--- config.mk ---
export PLATFORM = sky130hd
export DESIGN_NAME = mult_secuencial
export DESIGN_NICKNAME = d
export VERILOG_FILES = /design/src/rtl/mult_secuencial.sv
export SDC_FILE = /design/constraint.sdc
export NUM_CORES = 1
export LEC_CHECK = 0
export CAP_MARGIN = 0
export CORE_UTILIZATION = 30
export CTS_CLUSTER_DIAMETER = 100
export DETAILED_ROUTE_END_ITERATION = 12
export DONT_BUFFER_PORTS = 1
export GPL_ROUTABILITY_DRIVEN = 1
export HOLD_SLACK_MARGIN = 0.06
export PLACE_DENSITY = 0.45
export SYNTH_ARGS = -nofsm -noshare
export SYNTH_HDL_FRONTEND = slang
export SYNTH_SLANG_ARGS = --single-unit
--- constraint.sdc ---
create_clock -name clk -period 3 [get_ports clk]
set_clock_uncertainty 0.2 [all_clocks]
set_input_delay 0.6 -clock clk [delete_from_list [all_inputs] [get_ports clk]]
set_output_delay 0.6 -clock clk [all_outputs]
set_load 0.1 [all_outputs]
--- src/rtl/mult_secuencial.sv ---
// Shift-add unsigned multiplier fed by the BCD-to-binary converter; WIDTH steps per product.
// Define SKIP_ZERO_EN to end CALC early once the remaining multiplier bits are all zero.
module mult_secuencial #(
  parameter int WIDTH = 8
) (
  input  logic               clk,
  input  logic               rst,
  input  logic               start,
  input  logic               error_in,
  input  logic [WIDTH-1:0]   a,
  input  logic [WIDTH-1:0]   b,
  output logic [2*WIDTH-1:0] product,
  output logic               busy,
  output logic               done,
  output logic               error_out
);

  // state | meaning
  // IDLE  | waiting for start; done is cleared here
  // CALC  | one shift-add step per clock
  // DONE  | product/error_out loaded, done pulsed on the way back to IDLE
  localparam int CW = $clog2(WIDTH + 1);
  localparam logic [1:0] IDLE = 2'd0;
  localparam logic [1:0] CALC = 2'd1;
  localparam logic [1:0] DONE = 2'd2;

  logic [1:0]         state;
  logic [WIDTH-1:0]   mcand;
  logic [WIDTH-1:0]   mplr;
  logic [2*WIDTH-1:0] acc;
  logic [CW-1:0]      count;
  logic               err_flag;

  logic [WIDTH:0]     sum;
  logic [2*WIDTH-1:0] acc_step;
  logic [WIDTH-1:0]   mplr_step;
  logic [CW-1:0]      count_step;
  logic               last_step;
  logic [2*WIDTH-1:0] acc_aligned;

  // The carry out of the upper-half add lands in sum's MSB and is shifted straight back into acc.
  always_comb begin
    sum        = {1'b0, acc[2*WIDTH-1:WIDTH]} + (mplr[0] ? {1'b0, mcand} : '0);
    acc_step   = {sum, acc[WIDTH-1:1]};
    mplr_step  = mplr >> 1;
    count_step = count + CW'(1);
`ifdef SKIP_ZERO_EN
    last_step   = (count_step == CW'(WIDTH)) || (mplr_step == '0);
    acc_aligned = acc >> (CW'(WIDTH) - count);
`else
    last_step   = (count_step == CW'(WIDTH));
    acc_aligned = acc;
`endif
  end

  always_ff @(posedge clk or negedge rst) begin
    if (!rst) begin
      state     <= IDLE;
      mcand     <= '0;
      mplr      <= '0;
      acc       <= '0;
      count     <= '0;
      err_flag  <= 1'b0;
      product   <= '0;
      busy      <= 1'b0;
      done      <= 1'b0;
      error_out <= 1'b0;
    end else begin
      case (state)
        IDLE: begin
          done <= 1'b0;
          if (start) begin
            if (error_in) begin
              product   <= '0;
              error_out <= 1'b1;
              err_flag  <= 1'b1;
              state     <= DONE;
            end else begin
              mcand    <= a;
              mplr     <= b;
              acc      <= '0;
              count    <= '0;
              err_flag <= 1'b0;
              busy     <= 1'b1;
              state    <= CALC;
            end
          end
        end
        CALC: begin
          acc   <= acc_step;
          mplr  <= mplr_step;
          count <= count_step;
          if (last_step) begin
            busy  <= 1'b0;
            state <= DONE;
          end
        end
        DONE: begin
          product   <= err_flag ? '0 : acc_aligned;
          error_out <= err_flag;
          done      <= 1'b1;
          state     <= IDLE;
        end
        default: state <= IDLE;
      endcase
    end
  end

endmodule

==> load_flow_metrics.sql <==
INSERT INTO impl_metrics (metric_group, metric, value, unit) VALUES
('run_status', 'run_status', 'finished clean', ''),
('cts', 'worstSkewPairLatency', '330', 'ps'),
('yosys', 'yosysUniqueCellTypes', '34', ''),
('cts', 'tritoncts_num_sinks', '58', ''),
('finish', 'design.final.nets', '258', ''),
('pwr', 'power_per_cell_area', '1110', 'nW/um^2'),
('setup_path', 'worstPathArrival', '2350', 'ps'),
('setup_path', 'path_class', 'register to register', ''),
('sta', 'worst-slew-pin-transition', '930', 'ps'),
('global_route', 'grt_first_pass_wirelength', '8.66', 'mm'),
('sta', 'rsz0062_at_grt', 'false', ''),
('finish', 'seqCellArea', '1450', 'um^2'),
('detailed_routing', 'drt-total-wl', '5.19', 'mm'),
('sta', 'max-slew-margin-rel', '0.380', ''),
('detailed_routing', 'remaining_drc_errors', '0', ''),
('floorplan', 'placeableCoreArea', '8300', 'um^2'),
('detailed_routing', 'routed-via-count', '1673', ''),
('yosys', 'synth_warnings', '0', ''),
('finish', 'layout-area-overhead-vs-synth', '12.3', '%'),
('sta', 'postLayoutSetupSlackWorst', '677', 'ps'),
('setup_path', 'cp_max_fo', '9', ''),
('yosys', 'postSynthCellCount', '223', ''),
('yosys', 'synth_seq_cells', '58', ''),
('pwr', 'ir_drop', '0.352', 'mV'),
('detailed_routing', 'drt-vias-per-instance', '4.95', ''),
('yosys', 'synth_top_cell_area_share', '0.556', ''),
('setup_path', 'end_kind', 'register', ''),
('yosys', 'post_synth.cell_area_avg', '11.7', 'um^2'),
('finish', 'filler_cell_count', '818', ''),
('global_route', 'antenna_found_initial', '0', ''),
('floorplan', 'floorplan.initialDensity', '0.315', ''),
('detailed_routing', 'wire_per_inst', '15.3', 'um'),
('pwr', 'p_leak', '1.36', 'nW'),
('floorplan', 'floorplan.io_pins', '39', ''),
('cts', 'cts_inserted_buffers', '9', ''),
('placement', 'dpl.hpwl', '3.42', 'mm'),
('cts', 'tritoncts', 'built', ''),
('detailed_routing', 'drt-initial-drc-count', '93', ''),
('placement', 'place.port_buffers', '0', ''),
('cts', 'root_buffer', 'sky130_fd_sc_hd__clkbuf_8', ''),
('placement', 'routabilityCongestion', '0.818', ''),
('setup_path', 'timing.critical_path.from_type', 'register', ''),
('global_route', 'globalRouteTotalUtil', '0.130', ''),
('global_route', 'largest_net_degree_at_the_start_of_global_routing', '59', ''),
('detailed_routing', 'total_iterations_of_the_first_detailed_routing_run', '4', ''),
('floorplan', 'die_wd', '95.3', 'um'),
('setup_path', 'required', '3030', 'ps'),
('sta', 'drv_slew', '0', ''),
('cts', 'ctsResizeCount', '0', ''),
('finish', 'diodes', '0', ''),
('detailed_routing', 'ant_nets', '0', ''),
('worst_hold_path', 'hold_class', 'input pin to register', ''),
('global_route', 'global_route.overflow_total', '0', ''),
('sta', 'final.period_utilization', '0.774', ''),
('floorplan', 'row_count', '33', ''),
('floorplan', 'dieArea', '9080', 'um^2'),
('sta', 'finalSetupViolations', '0', ''),
('floorplan', 'die_height', '95.3', 'um'),
('finish', 'multiInputGateArea', '1100', 'um^2'),
('yosys', 'synth_sequential_area_ratio', '0.556', ''),
('cts', 'htree_num_levels', '3', ''),
('sta', 'hold_viol', '0', ''),
('sta', 'final_period_minus_worst_setup_slack', '2320', 'ps'),
('yosys', 'syn_nets', '253', ''),
('placement', 'pre_cts_ws', '641', 'ps'),
('cts', 'clkTransAtPathRegs', '70', 'ps'),
('sta', 'max_freq', '430', 'MHz'),
('sta', 'setup_tns', '0', 'ps'),
('finish', 'drive_gt1_frac', '0.155', ''),
('flow_run', 'max_cap_violations', '0', ''),
('global_route', 'first_global_vias', '1727', ''),
('yosys', 'synth_area_leader_cell', 'sky130_fd_sc_hd__dfrtp_1', ''),
('yosys', 'synth_top_cells_by_area', 'sky130_fd_sc_hd__dfrtp_1 56%, sky130_fd_sc_hd__a22o_1 9.1%, sky130_fd_sc_hd__ha_1 4.3%', ''),
('yosys', 'syn-cell-area', '2610', 'um^2'),
('cts', 'clock_path_buffers', '2', '');
-- cells in the mapped netlist --
cell and instances:
sky130_fd_sc_hd__nand3b_1 1, sky130_fd_sc_hd__ha_1 9, sky130_fd_sc_hd__xnor2_1 3, sky130_fd_sc_hd__a21oi_1 10, sky130_fd_sc_hd__a21o_2 1, sky130_fd_sc_hd__nand3_1 3, sky130_fd_sc_hd__nor2_1 7, sky130_fd_sc_hd__o21bai_1 1
sky130_fd_sc_hd__or2_2 1, sky130_fd_sc_hd__inv_1 2, sky130_fd_sc_hd__mux2_2 9, sky130_fd_sc_hd__clkbuf_1 4, sky130_fd_sc_hd__mux2i_1 8, sky130_fd_sc_hd__a32o_1 2, sky130_fd_sc_hd__a21bo_2 1, sky130_fd_sc_hd__o21ai_0 17
sky130_fd_sc_hd__nor2_2 1, sky130_fd_sc_hd__dfrtp_1 58, sky130_fd_sc_hd__fa_1 1, sky130_fd_sc_hd__a21oi_2 1, sky130_fd_sc_hd__o21bai_2 1, sky130_fd_sc_hd__xor2_1 2, sky130_fd_sc_hd__nor2b_1 3, sky130_fd_sc_hd__nand4_1 1
sky130_fd_sc_hd__a22o_1 27, sky130_fd_sc_hd__a21o_1 1, sky130_fd_sc_hd__nand2b_1 2, sky130_fd_sc_hd__or4_1 2, sky130_fd_sc_hd__o31ai_1 2, sky130_fd_sc_hd__buf_2 7, sky130_fd_sc_hd__and2_1 10, sky130_fd_sc_hd__and3_1 1
sky130_fd_sc_hd__nand2_1 23, sky130_fd_sc_hd__a221oi_2 1
-- placed cells by master, fill, tap and decap left out, types with 3 or more instances in the layout --
master | Yosys | routed
sky130_fd_sc_hd__dfrtp_1 | 58 | 58
sky130_fd_sc_hd__a22o_1 | 27 | 27
sky130_fd_sc_hd__nand2_1 | 23 | 23
sky130_fd_sc_hd__o21ai_0 | 17 | 17
sky130_fd_sc_hd__and2_1 | 10 | 10
sky130_fd_sc_hd__a21oi_1 | 10 | 10
sky130_fd_sc_hd__clkbuf_8 | 0 | 10
sky130_fd_sc_hd__mux2_2 | 9 | 9
sky130_fd_sc_hd__ha_1 | 9 | 9
sky130_fd_sc_hd__mux2i_1 | 8 | 8
sky130_fd_sc_hd__nor2_1 | 7 | 7
sky130_fd_sc_hd__nor2b_1 | 3 | 3
sky130_fd_sc_hd__nand3_1 | 3 | 3
sky130_fd_sc_hd__xnor2_1 | 3 | 3
sky130_fd_sc_hd__buf_4 | 0 | 3
-- sequential cells by signal, indices dropped and copies added (netlist names) --
| name | count |
|---|---|
| acc | 16 |
| state | 2 |
| count | 4 |
| mcand | 8 |
| error_out | 1 |
| busy | 1 |
| product | 16 |
| err_flag | 1 |
| mplr | 8 |
| done | 1 |
-- power breakdown --
group	switching, W	leakage (nW)	internal [W]
logic	0.000480	0.519	0.000446
clock network	0.000325	0.0882	0.000321
registers	0.000637	0.750	0.00105
-- path summary, 6_finish.rpt --
| path | from | end | slack (ps) | depth (start not counted) |
|---|---|---|---|---|
| worst max-delay path | mplr[0] | acc[15] | 680 | 7 |
| worst min-delay path | b[7] | mplr[7] | 200 | 2 |
| worst max register to register | mplr[0] | acc[15] | 680 | 7 |
| worst min register to register | mplr[3] | mplr[3] | 280 | 2 |
| max in group asynchronous | rst | mcand[7] | 1760 | 2 |
| min in group asynchronous | rst | product[5] | 590 | 2 |
-- layer usage --
layer  GRT usage  routed length (um)  vias up
met5           0                   0        -
met4      0.0682                 123        0
met3      0.0582                 366        9
met2       0.189                2300       41
met1       0.161                2400      801
li1            -                   -      822
-- cell families after synthesis --
group,after synthesis,share of synthesized area
buffers and inverters,13,0.0220
and+or+nand+nor,55,0.103
adders and majority gates,10,0.0508
xor gates and xnor gates,5,0.0168
DFF,58,0.556
muxes,17,0.0695
AOI/OAI and AO/OA,65,0.182
-- stage by stage --
stage / hold WS (ps) / util / instance area (um^2) / power, W / instances
6_report: 204 / 0.353 / 2930 / 0.00326 / 338
5_1_grt: 193 / 0.353 / 2930 / 0.00351 / 338
4_1_cts: 192 / 0.353 / 2930 / 0.00331 / 338
3_5_place_dp: 107 / 0.327 / 2720 / 0.00263 / 320
3_3_place_gp: 107 / 0.327 / 2720 / 0.00263 / 320
2_1_floorplan: 104 / - / 2610 / 0.00241 / 223
-- cell type report --
type	count	area share
inverters	2	0.00256
clock inverters	6	0.0145
clock buffers	10	0.0469
multi-input cells	152	0.376
well taps	105	0.0448
flip-flops and latches	58	0.495
repair buffers	5	0.0205
-- critical path: stages (launching register included) --
cell and delay, ps:
sky130_fd_sc_hd__dfrtp_1 440, sky130_fd_sc_hd__and2_1 170, sky130_fd_sc_hd__ha_1 200, sky130_fd_sc_hd__fa_1 400, sky130_fd_sc_hd__a21o_2 220, sky130_fd_sc_hd__a221oi_2 290
sky130_fd_sc_hd__o21ai_0 110, sky130_fd_sc_hd__a22o_1 180
-- repair_timing --
action	CTS	global route
hold endpoints to repair	58	0
hold buffers	2	0
setup buffers	0	0
Power figures use the tool's default switching activity.
